**src/rtl/my_serial_adder.sv**
```systemverilog
// my_serial_adder: digit-serial adder/subtractor with start/busy/done handshake, carry-out and signed overflow
module my_serial_adder #(
  parameter int WIDTH = 32,
  parameter int DIGIT = 4
) (
  input  logic             clk,
  input  logic             rst_n,
  input  logic             start,
  input  logic             sub,
  input  logic [WIDTH-1:0] a,
  input  logic [WIDTH-1:0] b,
  output logic             busy,
  output logic             done,
  output logic [WIDTH-1:0] sum,
  output logic             c_out,
  output logic             ovf
);
  localparam int NDIG = WIDTH / DIGIT;
  localparam int CW = $clog2(NDIG + 1);
  localparam logic [CW-1:0] LAST = CW'(NDIG - 1);
  typedef enum logic [1:0] {S_IDLE, S_RUN, S_DONE} state_t;
  state_t state;
  logic [WIDTH-1:0] ra, rb, acc, nxt;
  logic [CW-1:0] cnt;
  logic carry, msb_cin;
  logic [DIGIT:0] d;
  // one digit step: low digits of both operand shift registers plus the running carry
  always_comb begin
    d = {1'b0, ra[DIGIT-1:0]} + {1'b0, rb[DIGIT-1:0]} + (DIGIT+1)'(carry);
    nxt = WIDTH'({d[DIGIT-1:0], acc} >> DIGIT);
    msb_cin = ra[DIGIT-1] ^ rb[DIGIT-1] ^ d[DIGIT-1];
  end
  // control FSM plus datapath registers; results load only on the final digit
  always_ff @(posedge clk or negedge rst_n) begin
    if (!rst_n) begin
      state <= S_IDLE;
      busy <= 1'b0;
      done <= 1'b0;
      sum <= '0;
      c_out <= 1'b0;
      ovf <= 1'b0;
      ra <= '0;
      rb <= '0;
      acc <= '0;
      cnt <= '0;
      carry <= 1'b0;
    end else begin
      case (state)
        S_IDLE, S_DONE: begin
          done <= 1'b0;
          if (start) begin
            ra <= a;
            rb <= sub ? ~b : b;
            carry <= sub;
            cnt <= '0;
            busy <= 1'b1;
            state <= S_RUN;
          end else begin
            state <= S_IDLE;
          end
        end
        S_RUN: begin
          ra <= ra >> DIGIT;
          rb <= rb >> DIGIT;
          acc <= nxt;
          carry <= d[DIGIT];
          cnt <= cnt + 1'b1;
          if (cnt == LAST) begin
            sum <= nxt;
            c_out <= d[DIGIT];
            ovf <= msb_cin ^ d[DIGIT];
            done <= 1'b1;
            busy <= 1'b0;
            state <= S_DONE;
          end
        end
        default: state <= S_IDLE;
      endcase
    end
  end
endmodule

```
**config.mk**
```make
export PLATFORM = sky130hd
export DESIGN_NAME = my_serial_adder
export DESIGN_NICKNAME = d
export VERILOG_FILES = /design/src/rtl/my_serial_adder.sv
export SDC_FILE = /design/constraint.sdc
export NUM_CORES = 1
export LEC_CHECK = 0
export ABC_AREA = 1
export BUFFER_PORTS_ARGS = -buffer_cell sky130_fd_sc_hd__buf_4
export CELL_PAD_IN_SITES_DETAIL_PLACEMENT = 0
export CELL_PAD_IN_SITES_GLOBAL_PLACEMENT = 2
export CORE_MARGIN = 10
export CORE_UTILIZATION = 35
export DETAILED_ROUTE_END_ITERATION = 10
export PLACE_DENSITY_LB_ADDON = 0.1
export SLEW_MARGIN = 15
export SYNTH_ARGS = -nofsm -noshare
export SYNTH_HDL_FRONTEND = slang
export SYNTH_SLANG_ARGS = --single-unit
```
**constraint.sdc**
```tcl
create_clock -name clk -period 2.3 [get_ports clk]
set_input_delay 0.345 -clock clk [delete_from_list [all_inputs] [get_ports clk]]
set_output_delay 0.345 -clock clk [all_outputs]
set_load 0.01 [all_outputs]
```
==> results of run 1 <==
==> layout by cell type (no fill, tap or decap), types with 13 or more instances in the layout <==
master,n
sky130_fd_sc_hd__nand2_1,232
sky130_fd_sc_hd__buf_4,108
sky130_fd_sc_hd__o21ai_1,13
sky130_fd_sc_hd__clkbuf_16,17
sky130_fd_sc_hd__o21ai_2,19
sky130_fd_sc_hd__inv_1,38
sky130_fd_sc_hd__o21ai_0,38
sky130_fd_sc_hd__a21oi_1,14
sky130_fd_sc_hd__xnor2_1,21
sky130_fd_sc_hd__dfrtp_1,135
sky130_fd_sc_hd__o211ai_1,28
sky130_fd_sc_hd__nand3_1,36
==> per-layer routing <==
metal	track usage (%)	up-vias	share of wire (%)
li1	-	2249	-
met3	4.68	11	6.2
met4	4.32	0	0.95
met2	20.3	88	48
met1	15.7	2090	45
met5	0	-	0
==> tightest hold or removal path: stages <==
cell                      delay [ns]
sky130_fd_sc_hd__buf_4          0.07
sky130_fd_sc_hd__nand2_1        0.04
sky130_fd_sc_hd__nand3_1        0.07
==> worst max-delay path by stage <==
stage,end,cells after the start
floorplan,ovf,10
global placement,ovf,10
detailed placement,ovf,10
CTS,ovf,10
global route,ovf,10
finish,ovf,10
==> per-stage QoR <==
stage,power (mW),cells,setup slack (ns)
after floorplan,6.70,639,0.739
after global placement,7.82,935,0.653
after global routing,11.1,964,0.476
after detailed placement,7.88,935,0.638
final,10.2,964,0.620
after CTS,10.4,964,0.619
==> registers in the layout, indices dropped and copies added, names as in the netlist <==
register / count
acc: 28
busy: 1
c_out: 1
carry: 1
cnt: 4
done: 1
ovf: 1
ra: 32
rb: 32
state: 2
sum: 32
==> area by class of cell <==
cell class	count	share of cell area (%)
timing repair buffer	112	11.8
clock buffer	23	6.47
sequential	135	45.7
tap	220	3.73
inverter	43	2.25
multi-input combinational	426	29.3
clock inverter	5	0.678
==> timing repair <==
item / in CTS / in global routing
hold buffers: 1 / 0
gates resized for setup: 0 / 0
setup endpoints to repair: 0 / 0
endpoints found under the hold margin: 32 / 0
==> power by group through the flow <==
stage / logic (mW) / clock network [mW] / registers, mW
final: 3.71 / 2.46 / 4.01
after global routing: 4.32 / 2.65 / 4.13
after CTS: 3.85 / 2.55 / 4.02
after detailed placement: 3.83 / 0 / 4.05
after global placement: 3.79 / 0 / 4.03
after floorplan: 2.67 / 0 / 4.03
==> kinds of logic after synthesis <==
family,after synthesis,share of synthesized area (%)
AOI/OAI and AO/OA,117,12.5
xor gates and xnor gates,23,3.39
adders and majority gates,6,1.51
buffers and inverters,78,6.81
DFF,135,56.8
and+or+nand+nor,280,19.0
==> results_dict.tcl, run 1 <==
set metrics [dict create \
    vias_per_cell 4.60 \
    timing_worst_setup_path_type "flop to flop" \
    die_height_um 150 \
    total_leakage_power_nw 3.59 \
    placed_inst_area_um2 6850 \
    grt_pass1_vias 4643 \
    holdWs_ns 0.149 \
    power.net_switching_mw 3.72 \
    die_w_um 150 \
    yosysSeqAreaShare_pct 56.8 \
    hp-start "a[24]" \
    num_vias 4438 \
    hold-path-endpoint "ra[24]" \
    final_cell_area_um2 7390 \
    postRouteWirelength_um 13700 \
    crit_top_cell "sky130_fd_sc_hd__nand2_1" \
    drt_drc_violations_left 0 \
    finalWeightedCongestion 0.768 \
    power.density_nw_per_um2 1380 \
    cts_tree "built" \
    ctsHtreeMaxLevel 4 \
    layout_min_cycle_time_ns 1.68 \
    worst_setup_path_end_kind "flop" \
    power.share.clock_pct 24.2 \
    crit_start "ra[0]" \
    synth.most_common_cell "sky130_fd_sc_hd__nand2_1" \
    grt_pass1_wl_um 23100 \
    ff2ff_path_depth 10 \
    core-area_um2 16600 \
    cts_root_buf "sky130_fd_sc_hd__clkbuf_16" \
    cellInternalPower_mw 6.47 \
    grt_antenna_before_repair 0 \
    power.share.sequential_pct 39.3 \
    grt_start_max_net_pins 62 \
    worst_max_slew_margin_expressed_relative_to_the_limit_pct 57.0 \
    netlist_area_um2 5950 \
    min_path_type "input pin to flop" \
    buffers_plus_inverters_on_the_worst_setup_path 2 \
    power.ir.vdd_worst_mv 0.576 \
    n_fill_cell 1662 \
    clk_path_buf_depth 2 \
    async_flop_share_pct 100 \
    setup_viol 0 \
    register_area_um2 3380 \
    n_antenna_cell 0 \
    status "complete, no violations" \
    fin_worst_skew_ns 0.00869 \
    p_comb_share_pct 36.5 \
    synth.yosys.warnings 0 \
    cap_violations 0 \
    critical_path_peak_fanout 3 \
    detail_route.iter0.violations 267 \
    gr-total-overflow 0 \
    ordered_cell_list_for_the_critical_path "fa_1, inv_1, fa_1, inv_1, nand2_1, nand2_1, nand2_1, nand2_1, nand3_1, nand2_1" \
    netSwitchingFraction_pct 36.5 \
    clock_transition_at_path_regs_ns 0.05 \
    synth_cell_type_count 26 \
    worst_pin_slew_ns 0.645 \
    synth_top_area_cell "sky130_fd_sc_hd__dfrtp_1" \
    cp_data_arrival_time_ns 1.97 \
    cts-buffers-inserted 17 \
    cts_num_sinks 135 \
    floorplan.initialDensity_pct 35.7 \
    synth-seq-cells 135 \
    setup.reg_to_reg.worst_slack_ns 0.62 \
    drv_slew 0 \
    final.period_utilization_pct 73.0 \
    cell_class_contributing_the_biggest_share_of_worst_path_delay "adder cells" \
    postSynth.topFlopCell "sky130_fd_sc_hd__dfrtp_1" \
    dp_hpwl_um 9390 \
    fp.dieArea_um2 22600 \
    synth_enable_flop_cells 0 \
    avgRoutedWirePerCell_um 14.3 \
    areaGrowthSynthToFinish_pct 24.1 \
    synth.avg_cell_area_um2 9.31 \
    rsz_0062_raised_after_global_routing "false" \
    finish.net_count 809 \
    grt_use_total_pct 12.8 \
    min_path_cells 3 \
    rows 47 \
    io-pin-count 104 \
    critical_path.reg2reg.endpoint "ovf" \
    post_synth_top_area_share_pct 56.8 \
    final_antenna_net_count 0 \
    port_buffers 103 \
    delay_of_the_slowest_cell_on_the_worst_path_ns 0.47 \
    timing.critical_path.from_type "flop" \
    clk_latency_ns 0.41 \
    post_route_cells_drive_above_1_share_pct 22.4 \
    cts.repair_timing.setup_buffer_count 0 \
    multiInputGateArea_um2 2170 \
    post-route-util_pct 44.4 \
    r2r-start "ra[0]" \
    synthesis.nets 713 \
    final_report_hold_violation_count 0 \
    setup-tns-final_ns 0 \
    yosys-top-cells-count "232 x sky130_fd_sc_hd__nand2_1, 135 x sky130_fd_sc_hd__dfrtp_1, 38 x sky130_fd_sc_hd__inv_1, 38 x sky130_fd_sc_hd__o21ai_0, 36 x sky130_fd_sc_hd__nand3_1" \
    drtPass1Iterations 4 \
    critical_path.slowest_cell "sky130_fd_sc_hd__fa_1" \
    fmaxAchievable_ghz 0.595 \
    synth_area_leaders "sky130_fd_sc_hd__dfrtp_1 57%, sky130_fd_sc_hd__nand2_1 15%, sky130_fd_sc_hd__o211ai_1 3.5%, sky130_fd_sc_hd__o21ai_0 3.2%, sky130_fd_sc_hd__xnor2_1 3.1%" \
    postSynthCellCount 639 \
    cp_data_required_time_ns 2.59 \
]
Note: power is estimated with default switching activity, not from simulation.
==> inputs of run 2 (changes only) <==
--- a/config.mk
+++ b/config.mk
@@ -5,12 +5,12 @@
 export SDC_FILE = /design/constraint.sdc
 export NUM_CORES = 1
 export LEC_CHECK = 0
-export ABC_AREA = 1
+export ABC_AREA = 0
 export BUFFER_PORTS_ARGS = -buffer_cell sky130_fd_sc_hd__buf_4
 export CELL_PAD_IN_SITES_DETAIL_PLACEMENT = 0
 export CELL_PAD_IN_SITES_GLOBAL_PLACEMENT = 2
 export CORE_MARGIN = 10
-export CORE_UTILIZATION = 35
+export CORE_UTILIZATION = 31
 export DETAILED_ROUTE_END_ITERATION = 10
 export PLACE_DENSITY_LB_ADDON = 0.1
 export SLEW_MARGIN = 15
==> constraint.sdc (replaced) <==
create_clock -name clk -period 1.4 [get_ports clk]
set_input_delay 0.21 -clock clk [delete_from_list [all_inputs] [get_ports clk]]
set_output_delay 0.21 -clock clk [all_outputs]
set_load 0.01 [all_outputs]
==> run 2 against run 1 <==
Effect of this change: critical path type unchanged; via count increased by 2.1%; maximum frequency grew 2.1%; setup slack lost 0.87 ns; the run now ends with negative setup slack left; non-clock buffer count is 59 higher; sequential power increased by 74%; combinational power rose by 110%; critical endpoint unchanged; critical path depth decreased by 3.
==> results_dict.tcl, run 2 <==
set metrics [dict create \
    status "complete, but fails checks" \
    failed_checks "negative setup slack" \
    fp.dieArea_um2 24300 \
    postRouteWirelength_um 16500 \
    core-area_um2 18000 \
    synth.avg_cell_area_um2 9.85 \
    yosys-top-cells-count "236 x sky130_fd_sc_hd__nand2_1, 135 x sky130_fd_sc_hd__dfrtp_1, 33 x sky130_fd_sc_hd__xnor2_1" \
    cts_root_buf "sky130_fd_sc_hd__clkbuf_16" \
    areaGrowthSynthToFinish_pct 49.5 \
    synth.most_common_cell "sky130_fd_sc_hd__nand2_1" \
    io-pin-count 104 \
    min_path_type "input pin to flop" \
    grt_pass1_wl_um 25800 \
    top_regs "ra x32, rb x32, sum x32" \
    fmaxAchievable_ghz 0.608 \
    synth_area_leaders "sky130_fd_sc_hd__dfrtp_1 59%, sky130_fd_sc_hd__nand2_1 16%, sky130_fd_sc_hd__a221o_1 5.1%, sky130_fd_sc_hd__xnor2_1 5.1%, sky130_fd_sc_hd__a22oi_1 3.7%" \
    hp-start "a[24]" \
    drtPass1Iterations 4 \
    holdWs_ns 0.0153 \
    grt_start_max_net_pins 38 \
    post_synth_top_area_share_pct 59.2 \
    mostFrequentLayoutCells "178 x sky130_fd_sc_hd__nand2_1, 134 x sky130_fd_sc_hd__dfrtp_1, 122 x sky130_fd_sc_hd__buf_4, 33 x sky130_fd_sc_hd__nand2_2, 32 x sky130_fd_sc_hd__xnor2_1" \
    cp_data_arrival_time_ns 1.95 \
    cts_num_sinks 135 \
    post-route-worst-setup-slack_ns -0.246 \
    yosysSeqAreaShare_pct 59.2 \
    detail_route.iter0.violations 250 \
    rows 49 \
    hold-path-endpoint "ra[24]" \
    worst_pin_slew_ns 0.522 \
    critical_path.slowest_cell "sky130_fd_sc_hd__fa_2" \
    avgRoutedWirePerCell_um 16.9 \
    timing_worst_setup_path_type "flop to flop" \
    synth.yosys.warnings 0 \
    rsz_0062_raised_after_global_routing "true" \
    postSynthCellCount 580 \
    clk_latency_ns 0.42 \
    post_route_cells_drive_above_1_share_pct 36.9 \
    power.density_nw_per_um2 2290 \
    drt_drc_violations_left 0 \
    ordered_cell_list_for_the_critical_path "fa_2, inv_2, fa_2, nand2b_4, o2bb2ai_4, xnor2_2, o21ai_1" \
    clock_transition_at_path_regs_ns 0.06 \
    total_leakage_power_nw 4.36 \
    ctsHtreeMaxLevel 4 \
    finalWeightedCongestion 0.723 \
    async_flop_share_pct 100 \
    critical_path_peak_fanout 3 \
    synth_top_area_cell "sky130_fd_sc_hd__dfrtp_1" \
    cts-buffers-inserted 17 \
    fin_worst_skew_ns 0.0104 \
    finish.net_count 803 \
    port_buffers 103 \
    worst_setup_path_end_kind "flop" \
    cap_violations 0 \
    power.ir.vdd_worst_mv 1.18 \
    post-route-util_pct 47.3 \
    buffers_plus_inverters_on_the_worst_setup_path 1 \
    synth_cell_type_count 27 \
    dp_hpwl_um 10300 \
    n_antenna_cell 0 \
    synthesis.nets 654 \
    ff2ff_path_depth 7 \
    critical_path.reg2reg.endpoint "ovf" \
    setup.reg_to_reg.worst_slack_ns -0.25 \
    final_report_hold_violation_count 0 \
    final_antenna_net_count 0 \
    grt_pass1_vias 4881 \
    cell_class_contributing_the_biggest_share_of_worst_path_delay "adder cells" \
    timing.critical_path.from_type "flop" \
    final.period_utilization_pct 118 \
    postSynth.topFlopCell "sky130_fd_sc_hd__dfrtp_1" \
    netlist_area_um2 5710 \
    layout_commonest_cell "sky130_fd_sc_hd__nand2_1" \
    min_path_cells 3 \
    delay_of_the_slowest_cell_on_the_worst_path_ns 0.41 \
    grt_use_total_pct 13.2 \
    dp_worst_setup_slack_ns -0.244 \
    gr-total-overflow 0 \
    cp_data_required_time_ns 1.70 \
    vias_per_cell 4.67 \
    floorplan.initialDensity_pct 31.7 \
    layout_min_cycle_time_ns 1.65 \
    num_vias 4533 \
    worst_max_slew_margin_expressed_relative_to_the_limit_pct 65.2 \
    die_height_um 156 \
    setup_viol 71 \
    synth-seq-cells 135 \
    cts_tree "built" \
    crit_top_cell "sky130_fd_sc_hd__fa_2" \
    setup-tns-final_ns -9.03 \
    grt_antenna_before_repair 0 \
    r2r-start "ra[0]" \
    synth_enable_flop_cells 0 \
    clk_path_buf_depth 2 \
    drv_slew 0 \
    die_w_um 156 \
]
run 2: cell types whose count changed in the layout (fill, tap and decap cells not counted), moves of 25 or more:
cell,previous run,this run
sky130_fd_sc_hd__o21ai_0,38,7
sky130_fd_sc_hd__nand2_1,232,178
sky130_fd_sc_hd__nor2_1,5,30
sky130_fd_sc_hd__a221o_1,0,29
sky130_fd_sc_hd__nand3_1,36,1
sky130_fd_sc_hd__nand2_2,1,33
sky130_fd_sc_hd__inv_1,38,2
sky130_fd_sc_hd__o211ai_1,28,0
run 2: report_power, final:
group | internal (mW) | switching (mW)
Sequential | 5.63 | 1.33
Combinational | 4.07 | 3.84
Clock | 2.98 | 1.68
run 2: layer usage:
layer	wire, um	vias to the layer above	GRT usage, %	share of wire, %
li1	-	2209	-	-
met1	7620	2224	17.2	46
met2	8000	80	20.6	49
met3	597	20	3.69	3.6
met4	229	0	4.55	1.4
met5	0	-	0	0
run 2: final cells by class:
class / instances / area, um2
fill: 1707 / 9490
multi-input combinational: 400 / 2490
timing repair buffer: 171 / 1740
clock buffer: 24 / 492
inverter: 4 / 27.5
clock inverter: 8 / 119
sequential: 135 / 3380
tap: 229 / 287
run 2: worst max path at each step:
stage	start	endpoint	slack [ns]	cells past startpoint
floorplan	carry	ovf	-0.16	7
global route	ra[0]	acc[31]	-0.30	5
CTS	ra[0]	acc[31]	-0.23	5
global placement	carry	ovf	-0.19	7
finish	ra[0]	ovf	-0.25	7
detailed placement	carry	ovf	-0.24	7
run 2: timing repair:
item / 4_1_cts / 5_1_grt
setup buffers: 6 / 14
endpoints found under the hold margin: 41 / 0
gates cloned: 4 / 9
hold buffers: 8 / 0
pin swaps: 14 / 60
setup endpoints to repair: 41 / 97
gates resized for setup: 29 / 103
run 2: per-stage QoR:
stage	cells	area, um2	power (mW)
floorplan	580	5740	10.4
global placement	902	6960	13.0
detailed placement	902	6960	13.1
CTS	952	7940	18.4
global route	971	8530	21.0
finish	971	8530	19.5
run 2: logic make-up (layout without fill, tap and decap cells):
| kind of cell | after synthesis | in the layout | share of synthesized area [%] |
|---|---|---|---|
| and+or+nand+nor | 276 | 276 | 18.5 |
| DFF | 135 | 135 | 59.2 |
| AOI/OAI and AO/OA | 83 | 83 | 11.5 |
| buffers and inverters | 45 | 207 | 3.92 |
| xor gates and xnor gates | 35 | 35 | 5.37 |
| adders and majority gates | 6 | 6 | 1.58 |
run 2: tightest hold or removal path: stages:
cell,delay [ns]
sky130_fd_sc_hd__buf_4,0.08
sky130_fd_sc_hd__a22oi_2,0.05
sky130_fd_sc_hd__nand2_1,0.05
